==> config.mk <==
export PLATFORM = sky130hd
export DESIGN_NAME = clkgate_bank_rf
export DESIGN_NICKNAME = d
export VERILOG_FILES = /design/src/rtl/clkgate_bank_rf.sv
export SDC_FILE = /design/constraint.sdc
export NUM_CORES = 1
export LEC_CHECK = 0
export ABC_CLOCK_PERIOD_IN_PS = 4900
export BUFFER_PORTS_ARGS = -buffer_cell sky130_fd_sc_hd__buf_2
export CAP_MARGIN = 25
export CORE_MARGIN = 1
export CORE_UTILIZATION = 31
export CTS_BUF_LIST = sky130_fd_sc_hd__clkbuf_2
export CTS_CLUSTER_DIAMETER = 200
export DETAILED_ROUTE_END_ITERATION = 6
export GPL_TIMING_DRIVEN = 0
export PLACE_DENSITY_LB_ADDON = 0.08
export SYNTH_ARGS = -nofsm -noshare
export SYNTH_HDL_FRONTEND = slang
export SYNTH_SLANG_ARGS = --single-unit
==> constraint.sdc <==
create_clock -name clk -period 4.9 [get_ports clk]
set_clock_uncertainty 0.15 [all_clocks]
set_input_delay 0.49 -clock clk [delete_from_list [all_inputs] [get_ports clk]]
set_output_delay 0.49 -clock clk [all_outputs]
set_load 0.02 [all_outputs]
==> src/rtl/clkgate_bank_rf.sv <==
// -----------------------------------------------------------------------------
// clkgate_bank_rf
//   Banked, clock-gated register file for low-activity configuration/lookup
//   storage. Each bank has its own latch-based ICG so a write clocks only the
//   bank it targets. The read path (q) sits behind a global ICG that an
//   always-on controller closes after IDLE_CYC idle cycles (SLEEP). A request
//   arriving in SLEEP takes one WAKE cycle before it is accepted.
//
// Ports
//   clk          in   free-running clock (controller and ICG latches)
//   rst          in   asynchronous reset, active-high
//   clken        in   global enable; 0 gates the block and drops ready
//   test_en      in   scan override; forces every ICG open
//   req          in   access request, held until accepted
//   wr_en        in   1 = write, 0 = read (qualified by req)
//   addr         in   entry address [ADDR_W-1:0]
//   data         in   write data [DATA_W-1:0]
//   ready        out  a request can be accepted this cycle
//   q            out  read data register [DATA_W-1:0]
//   q_vld        out  one-cycle pulse when q is updated
//   sleep        out  controller is in SLEEP
//   bank_clk_on  out  latched per-bank ICG enables [NUM_BANKS-1:0]
// -----------------------------------------------------------------------------
module clkgate_bank_rf #(
  parameter int DATA_W    = 8,
  parameter int ADDR_W    = 4,
  parameter int NUM_BANKS = 4,
  parameter int IDLE_CYC  = 8
) (
  input  logic                 clk,
  input  logic                 rst,
  input  logic                 clken,
  input  logic                 test_en,
  input  logic                 req,
  input  logic                 wr_en,
  input  logic [ADDR_W-1:0]    addr,
  input  logic [DATA_W-1:0]    data,
  output logic                 ready,
  output logic [DATA_W-1:0]    q,
  output logic                 q_vld,
  output logic                 sleep,
  output logic [NUM_BANKS-1:0] bank_clk_on
);

  localparam int DEPTH  = 2 ** ADDR_W;
  localparam int EPB    = DEPTH / NUM_BANKS;             // entries per bank
  localparam int SHIFT  = $clog2(EPB);                   // offset bits
  localparam int BANK_W = (NUM_BANKS > 1) ? $clog2(NUM_BANKS) : 1;
  localparam int OFF_W  = (EPB > 1) ? $clog2(EPB) : 1;
  localparam int CNT_W  = (IDLE_CYC > 0) ? $clog2(IDLE_CYC + 1) : 1;

  typedef enum logic [1:0] {
    ST_ACTIVE,
    ST_IDLE_CNT,
    ST_SLEEP,
    ST_WAKE
  } state_t;

  state_t             r_state;
  state_t             w_state_nxt;
  logic [CNT_W-1:0]   r_cnt;
  logic [CNT_W-1:0]   w_cnt_nxt;

  logic               w_acc;
  logic               w_rd_stb;
  logic               w_glb_en;
  logic [NUM_BANKS-1:0] w_bank_wr;
  logic [NUM_BANKS-1:0] w_bank_en;
  logic [BANK_W-1:0]  w_bank_idx;
  logic [OFF_W-1:0]   w_off;

  // ICG latch outputs: enables plus the strobes that qualify what the gated
  // flops do once their clock ticks (test_en opens clocks but must not write).
  logic               r_glb_en;
  logic               r_rd_stb;
  logic [NUM_BANKS-1:0] r_bank_en;
  logic [NUM_BANKS-1:0] r_bank_wr;

  logic               w_gclk;
  logic [NUM_BANKS-1:0] w_bank_gclk;
  logic [DATA_W-1:0]  w_bank_rd [NUM_BANKS];

  logic [DATA_W-1:0]  r_q;
  logic               r_q_vld;

  // ---------------------------------------------------------------------------
  // Address decode: bank = top address bits, offset = remaining low bits.
  // ---------------------------------------------------------------------------
  assign w_bank_idx = (NUM_BANKS > 1) ? BANK_W'(addr >> SHIFT) : '0;
  assign w_off      = (EPB > 1) ? OFF_W'(addr) : '0;

  assign w_acc    = req & ready;
  assign w_rd_stb = w_acc & ~wr_en;
  assign w_glb_en = test_en | (clken & (r_state != ST_SLEEP));

  always_comb begin
    w_bank_wr = '0;
    for (int b = 0; b < NUM_BANKS; b++) begin
      w_bank_wr[b] = w_acc & wr_en & (w_bank_idx == BANK_W'(b));
    end
  end

  assign w_bank_en = {NUM_BANKS{test_en}} | w_bank_wr;

  // ---------------------------------------------------------------------------
  // ICG enable latches, transparent while clk is low. Anything that changes
  // during the clk-high phase is held off until the next low phase, so a
  // gated clock can never be cut short or pulsed twice.
  // NOTE: this is a deliberate level-sensitive latch; always_latch documents
  // the intent, where an incomplete always_comb would infer the same thing by
  // accident.
  // ---------------------------------------------------------------------------
  always_latch begin
    if (rst) begin
      r_glb_en  <= 1'b0;
      r_rd_stb  <= 1'b0;
      r_bank_en <= '0;
      r_bank_wr <= '0;
    end else if (!clk) begin
      r_glb_en  <= w_glb_en;
      r_rd_stb  <= w_rd_stb;
      r_bank_en <= w_bank_en;
      r_bank_wr <= w_bank_wr;
    end
  end

  assign w_gclk      = clk & r_glb_en;
  assign w_bank_gclk = {NUM_BANKS{clk}} & r_bank_en;
  assign bank_clk_on = r_bank_en;

  // ---------------------------------------------------------------------------
  // Storage banks, each on its own gated clock.
  // ---------------------------------------------------------------------------
  for (genvar b = 0; b < NUM_BANKS; b++) begin : g_bank
    logic [DATA_W-1:0] r_mem [EPB];

    // NOTE: the storage is cleared by the asynchronous reset because the
    // design promises all-zero contents after reset; a memory without that
    // requirement would normally be left unreset so it can map to RAM.
    always_ff @(posedge w_bank_gclk[b] or posedge rst) begin
      if (rst) begin
        for (int i = 0; i < EPB; i++) begin
          r_mem[i] <= '0;
        end
      end else if (r_bank_wr[b]) begin
        r_mem[w_off] <= data;
      end
    end

    assign w_bank_rd[b] = r_mem[w_off];
  end

  // ---------------------------------------------------------------------------
  // Read data register on the global gated clock; holds through SLEEP.
  // NOTE: sequential state is always assigned with <= so every flop samples
  // the pre-edge value of its inputs regardless of process ordering.
  // ---------------------------------------------------------------------------
  always_ff @(posedge w_gclk or posedge rst) begin
    if (rst) begin
      r_q <= '0;
    end else if (r_rd_stb) begin
      r_q <= w_bank_rd[w_bank_idx];
    end
  end

  // q_vld runs on the free clock so the pulse always clears, even if the
  // global ICG closes in the cycle right after a read.
  always_ff @(posedge clk or posedge rst) begin
    if (rst) begin
      r_q_vld <= 1'b0;
    end else begin
      r_q_vld <= w_rd_stb;
    end
  end

  assign q     = r_q;
  assign q_vld = r_q_vld;

  // ---------------------------------------------------------------------------
  // Power controller: state register
  // ---------------------------------------------------------------------------
  always_ff @(posedge clk or posedge rst) begin
    if (rst) begin
      r_state <= ST_ACTIVE;
      r_cnt   <= '0;
    end else begin
      r_state <= w_state_nxt;
      r_cnt   <= w_cnt_nxt;
    end
  end

  // Power controller: next state. With clken low everything holds except
  // WAKE, which always completes so a woken requester is not stranded.
  always_comb begin
    w_state_nxt = r_state;
    w_cnt_nxt   = r_cnt;
    case (r_state)
      ST_ACTIVE: begin
        if (clken && !w_acc && (IDLE_CYC != 0)) begin
          w_state_nxt = ST_IDLE_CNT;
          w_cnt_nxt   = CNT_W'(1);
        end
      end
      ST_IDLE_CNT: begin
        if (clken) begin
          if (w_acc) begin
            w_state_nxt = ST_ACTIVE;
            w_cnt_nxt   = '0;
          end else if (r_cnt == CNT_W'(IDLE_CYC)) begin
            w_state_nxt = ST_SLEEP;
            w_cnt_nxt   = '0;
          end else begin
            w_cnt_nxt = r_cnt + CNT_W'(1);
          end
        end
      end
      ST_SLEEP: begin
        if (req && clken) begin
          w_state_nxt = ST_WAKE;
        end
      end
      ST_WAKE: begin
        w_state_nxt = ST_ACTIVE;
      end
      default: begin
        w_state_nxt = ST_ACTIVE;
        w_cnt_nxt   = '0;
      end
    endcase
  end

  // Power controller: outputs. ready is masked by rst so nothing is accepted
  // while the block is held in reset.
  always_comb begin
    ready = clken & ~rst & ((r_state == ST_ACTIVE) || (r_state == ST_IDLE_CNT));
    sleep = (r_state == ST_SLEEP);
  end

endmodule

* Yosys cells after proc, flatten, opt, wreduce, memory -nomap -nowiden *
Index checks and enable logic that the tools add are counted.
W data, S select, Z words.

operators by class
  add/sub/neg operators = 1
  magnitude comparators = 3
  equality and inequality tests = 12
  mux-type cells = 44
  bitwise gates (word level) = 18
  reductions and logical operators = 10

operators by type and width
  cell                   number
  $bwmux W32             4
  $mux W8                11
  $bmux W8 S2            5
  $mux W4                10
  $demux W8 S2           1
  $and A1 B1 Y1          11
  $mux W2                5
  $eq A2 B2 Y1 const B   4
  $pmux W2 S4            1
  $pmux W4 S2            1
  $ge A3 B3 Y1 const B   2
  $mux W1                6
  $ne A2 B2 Y1 const B   3
  $not A2 Y3             2
  $add A4 B1 Y4 const B  1
  $and A4 B4 Y4          1
  $eq A2 B1 Y1 const B   2
  $eq A4 B4 Y1 const B   1
  $logic_not A2 Y1       2
  $or A4 B4 Y4           1
  $reduce_and A4 Y1      1
  $logic_and A1 B1 Y1    3
  $lt A3 B1 Y1 const B   1
  $ne A3 B3 Y1 const B   1
  other kinds (7)        8

storage, ports and cells
  register bits after elaboration = 143
  bits in latches = 10
  logic and storage cells = 118

* Depth between registers and ports, before layout *
  depth after elaboration = 9
  gate-level depth with buffers = 6

==> out/qor.csv <==
metric,value,unit
syn_nets,540,
io_pins,33,
synthDistinctLibCells,42,
crit_buf_inv,1,
diodes,0,
setup_violations,0,
critPathSlowestCell,dlxtp_1,
finalHoldViolCount,0,
cts_tree,yes,
nets,636,
critPathLaunchType,latch,
drcViolationCount,0,
p_leak,3.98,nW
yosys_warnings,0,
dpl.hpwl,13.5,mm
die_h,152,um
rsz0062_at_grt,no,
ant_nets,0,
ir_drop,0.0920,mV
mostFrequentLayoutCell,dfrtp_1,
vias_per_cell,5.11,
critPathTopFamily,latches,
first_pass_iters,7,
criticalPathCategory,latch2out,
fin_area,7950,sq um
syn_inst,520,
drive_gt1_frac,0.286,
grt_pass1_vias,4979,
yosys-top-cells-area,"dfrtp_1 (52%), mux2_1 (12%), mux2_2 (8.9%), mux2i_1 (6.9%), dlxtp_1 (2.2%)",
routedWlPerCell,21.7,um
synth_edf_count,0,
synth_top_cell_by_area,dfrtp_1,
cap_viol_max_count,0,
cpPeakStageDelay,0.45,ns
die_w,152,um
syn-cell-area,6930,sq um
hold_path_depth,3,
vias,4641,
drv_slew,0,
mostFrequentLayoutCells,"dfrtp_1 (143), mux2_1 (73), mux2_2 (55)",
whs,0.130,ns
critical_path_cell_count,1,
grt_usage,0.187,
drt_iter0_markers,217,
p_per_area,178,nW/um^2
min_path_type,in2latch,
rows,54,
start_util,0.317,
portBuffers,32,
relSlewSlack,0.489,
ys.flop_type,dfrtp_1,
area_growth,14.7,%
async_reset_ff_frac,0.935,
dpl_cell_area,7510,sq um
grt_overflow,0,
routed_wl,19.7,mm
worst_slew_pin_slew,0.765,ns
synth_top_area_frac,0.516,
synth.avg_cell_area,13.3,sq um
grt_pass1_wl,30.7,mm
grt_max_degree,42,
cp_cell_sequence,buf_2,
critPathCaptureType,output pin,
antenna_found_initial,0,
globalplace.congestion,0.789,
required,4.26,ns
insertion_delay,0.87,ns
die_area,23000,sq um
crit_arrival,3.90,ns
status,finished clean,
clkTransAtPathRegs,0.11,ns
fp.coreArea,21900,sq um
critPathMaxFanout,2,
ys_ff_latch,153,
reg2regPathDepth,5,
[cells by family (layout without fill, tap and decap cells)]
| kind of cell | after synthesis | in the layout | share of synthesized area |
|---|---|---|---|
| mux | 184 | 184 | 0.304 |
| buf+inv | 40 | 149 | 0.0325 |
| fa+ha+maj | 2 | 2 | 0.00361 |
| latches | 10 | 10 | 0.0217 |
| flops | 143 | 143 | 0.516 |
| simple gates | 85 | 85 | 0.0659 |
| compound gates | 56 | 56 | 0.0559 |
[routing by layer]
| metal | vias to the layer above | GRT usage | share of wire |
|---|---|---|---|
| met5 | - | 0 | 0 |
| met4 | 0 | 0.0569 | 0.013 |
| met3 | 30 | 0.0389 | 0.039 |
| met2 | 107 | 0.286 | 0.45 |
| met1 | 2421 | 0.264 | 0.50 |
| li1 | 2083 | - | - |
[synthesized netlist by cell type (2+ instances only)]
cell type and instances:
and2_1 12, and2b_1 2, ha_1 2, inv_1 8, nor3_1 4, or3b_1 2, nand3_1 8, mux2i_1 48
o21ai_0 8, nand4_1 2, o22ai_1 13, nor2_1 22, nand3b_1 4, a221oi_2 4, a2bb2oi_1 4, nand2_1 13
mux4_1 2, mux2_2 55, a21oi_1 6, nor2b_1 2, buf_6 4, mux2_1 73, a31oi_1 8, nand2b_1 4
o32ai_1 4, o21ai_1 5, dfrtp_1 143, buf_4 5, mux4_2 6, nand2_2 5, buf_2 8, clkbuf_1 13
dlxtp_1 10, nand2_4 3
[state kept, by name, summed over array words and instances, names as in the netlist, named ones only]
signal	flops
r_glb_en	1
r_rd_stb	1
bank_clk_on	4
r_bank_wr	4
r_state	1
r_cnt	4
q	8
q_vld	1
g_bank.r_mem	128
[final timing paths]
| check | from | to | slack (ns) |
|---|---|---|---|
| max in group asynchronous | rst | g_bank[1].r_mem[29] | 3.63 |
| setup / recovery | bank_clk_on[2] | bank_clk_on[2] | 0.36 |
| max in group gated | bank_clk_on[2] | clock gate | 1.32 |
| setup reg to reg | register | bank_clk_on[0] | 0.81 |
| min in group gated | rst | clock gate | 0.17 |
| hold reg to reg | g_bank[3].r_mem[30] | g_bank[3].r_mem[30] | 0.36 |
| min in group asynchronous | rst | r_state[0] | 0.26 |
| hold / removal | addr[2] | r_bank_wr[0] | 0.13 |
[power by group]
group	internal, mW	switching [mW]	leakage, nW
logic	0.181	0.231	1.75
clock network	0.163	0.235	0.241
registers	0.527	0.0755	1.99
total	0.871	0.541	3.98
[area by class of cell]
| class | count | area, sq um |
|---|---|---|
| sequential | 153 | 3730 |
| tap | 280 | 350 |
| timing repair buffer | 51 | 380 |
| multi-input combinational | 327 | 2980 |
| fill | 2182 | 13900 |
| buffer | 32 | 195 |
| clock inverter | 9 | 41.3 |
| inverter | 8 | 33.8 |
| clock buffer | 49 | 245 |
[through the flow]
step / std cells / utilization / setup TNS (ns) / setup slack (ns) / power (mW)
after floorplan: 520 / - / 0 / 0 / 0.933
after global placement: 832 / 0.340 / -1.75 / -0.459 / 1.05
after detailed placement: 835 / 0.343 / 0 / 0.258 / 1.08
after CTS: 909 / 0.363 / 0 / 0.342 / 1.43
after global routing: 909 / 0.363 / 0 / 0.267 / 1.52
final: 909 / 0.363 / 0 / 0.363 / 1.41
[repair_timing]
action / in CTS / in global routing
buffers inserted: 0 / 0
resized for setup: 0 / 0
hold buffers: 16 / 0
endpoints found under the hold margin: 88 / 0
No activity file was read; power rests on OpenSTA's default activity.
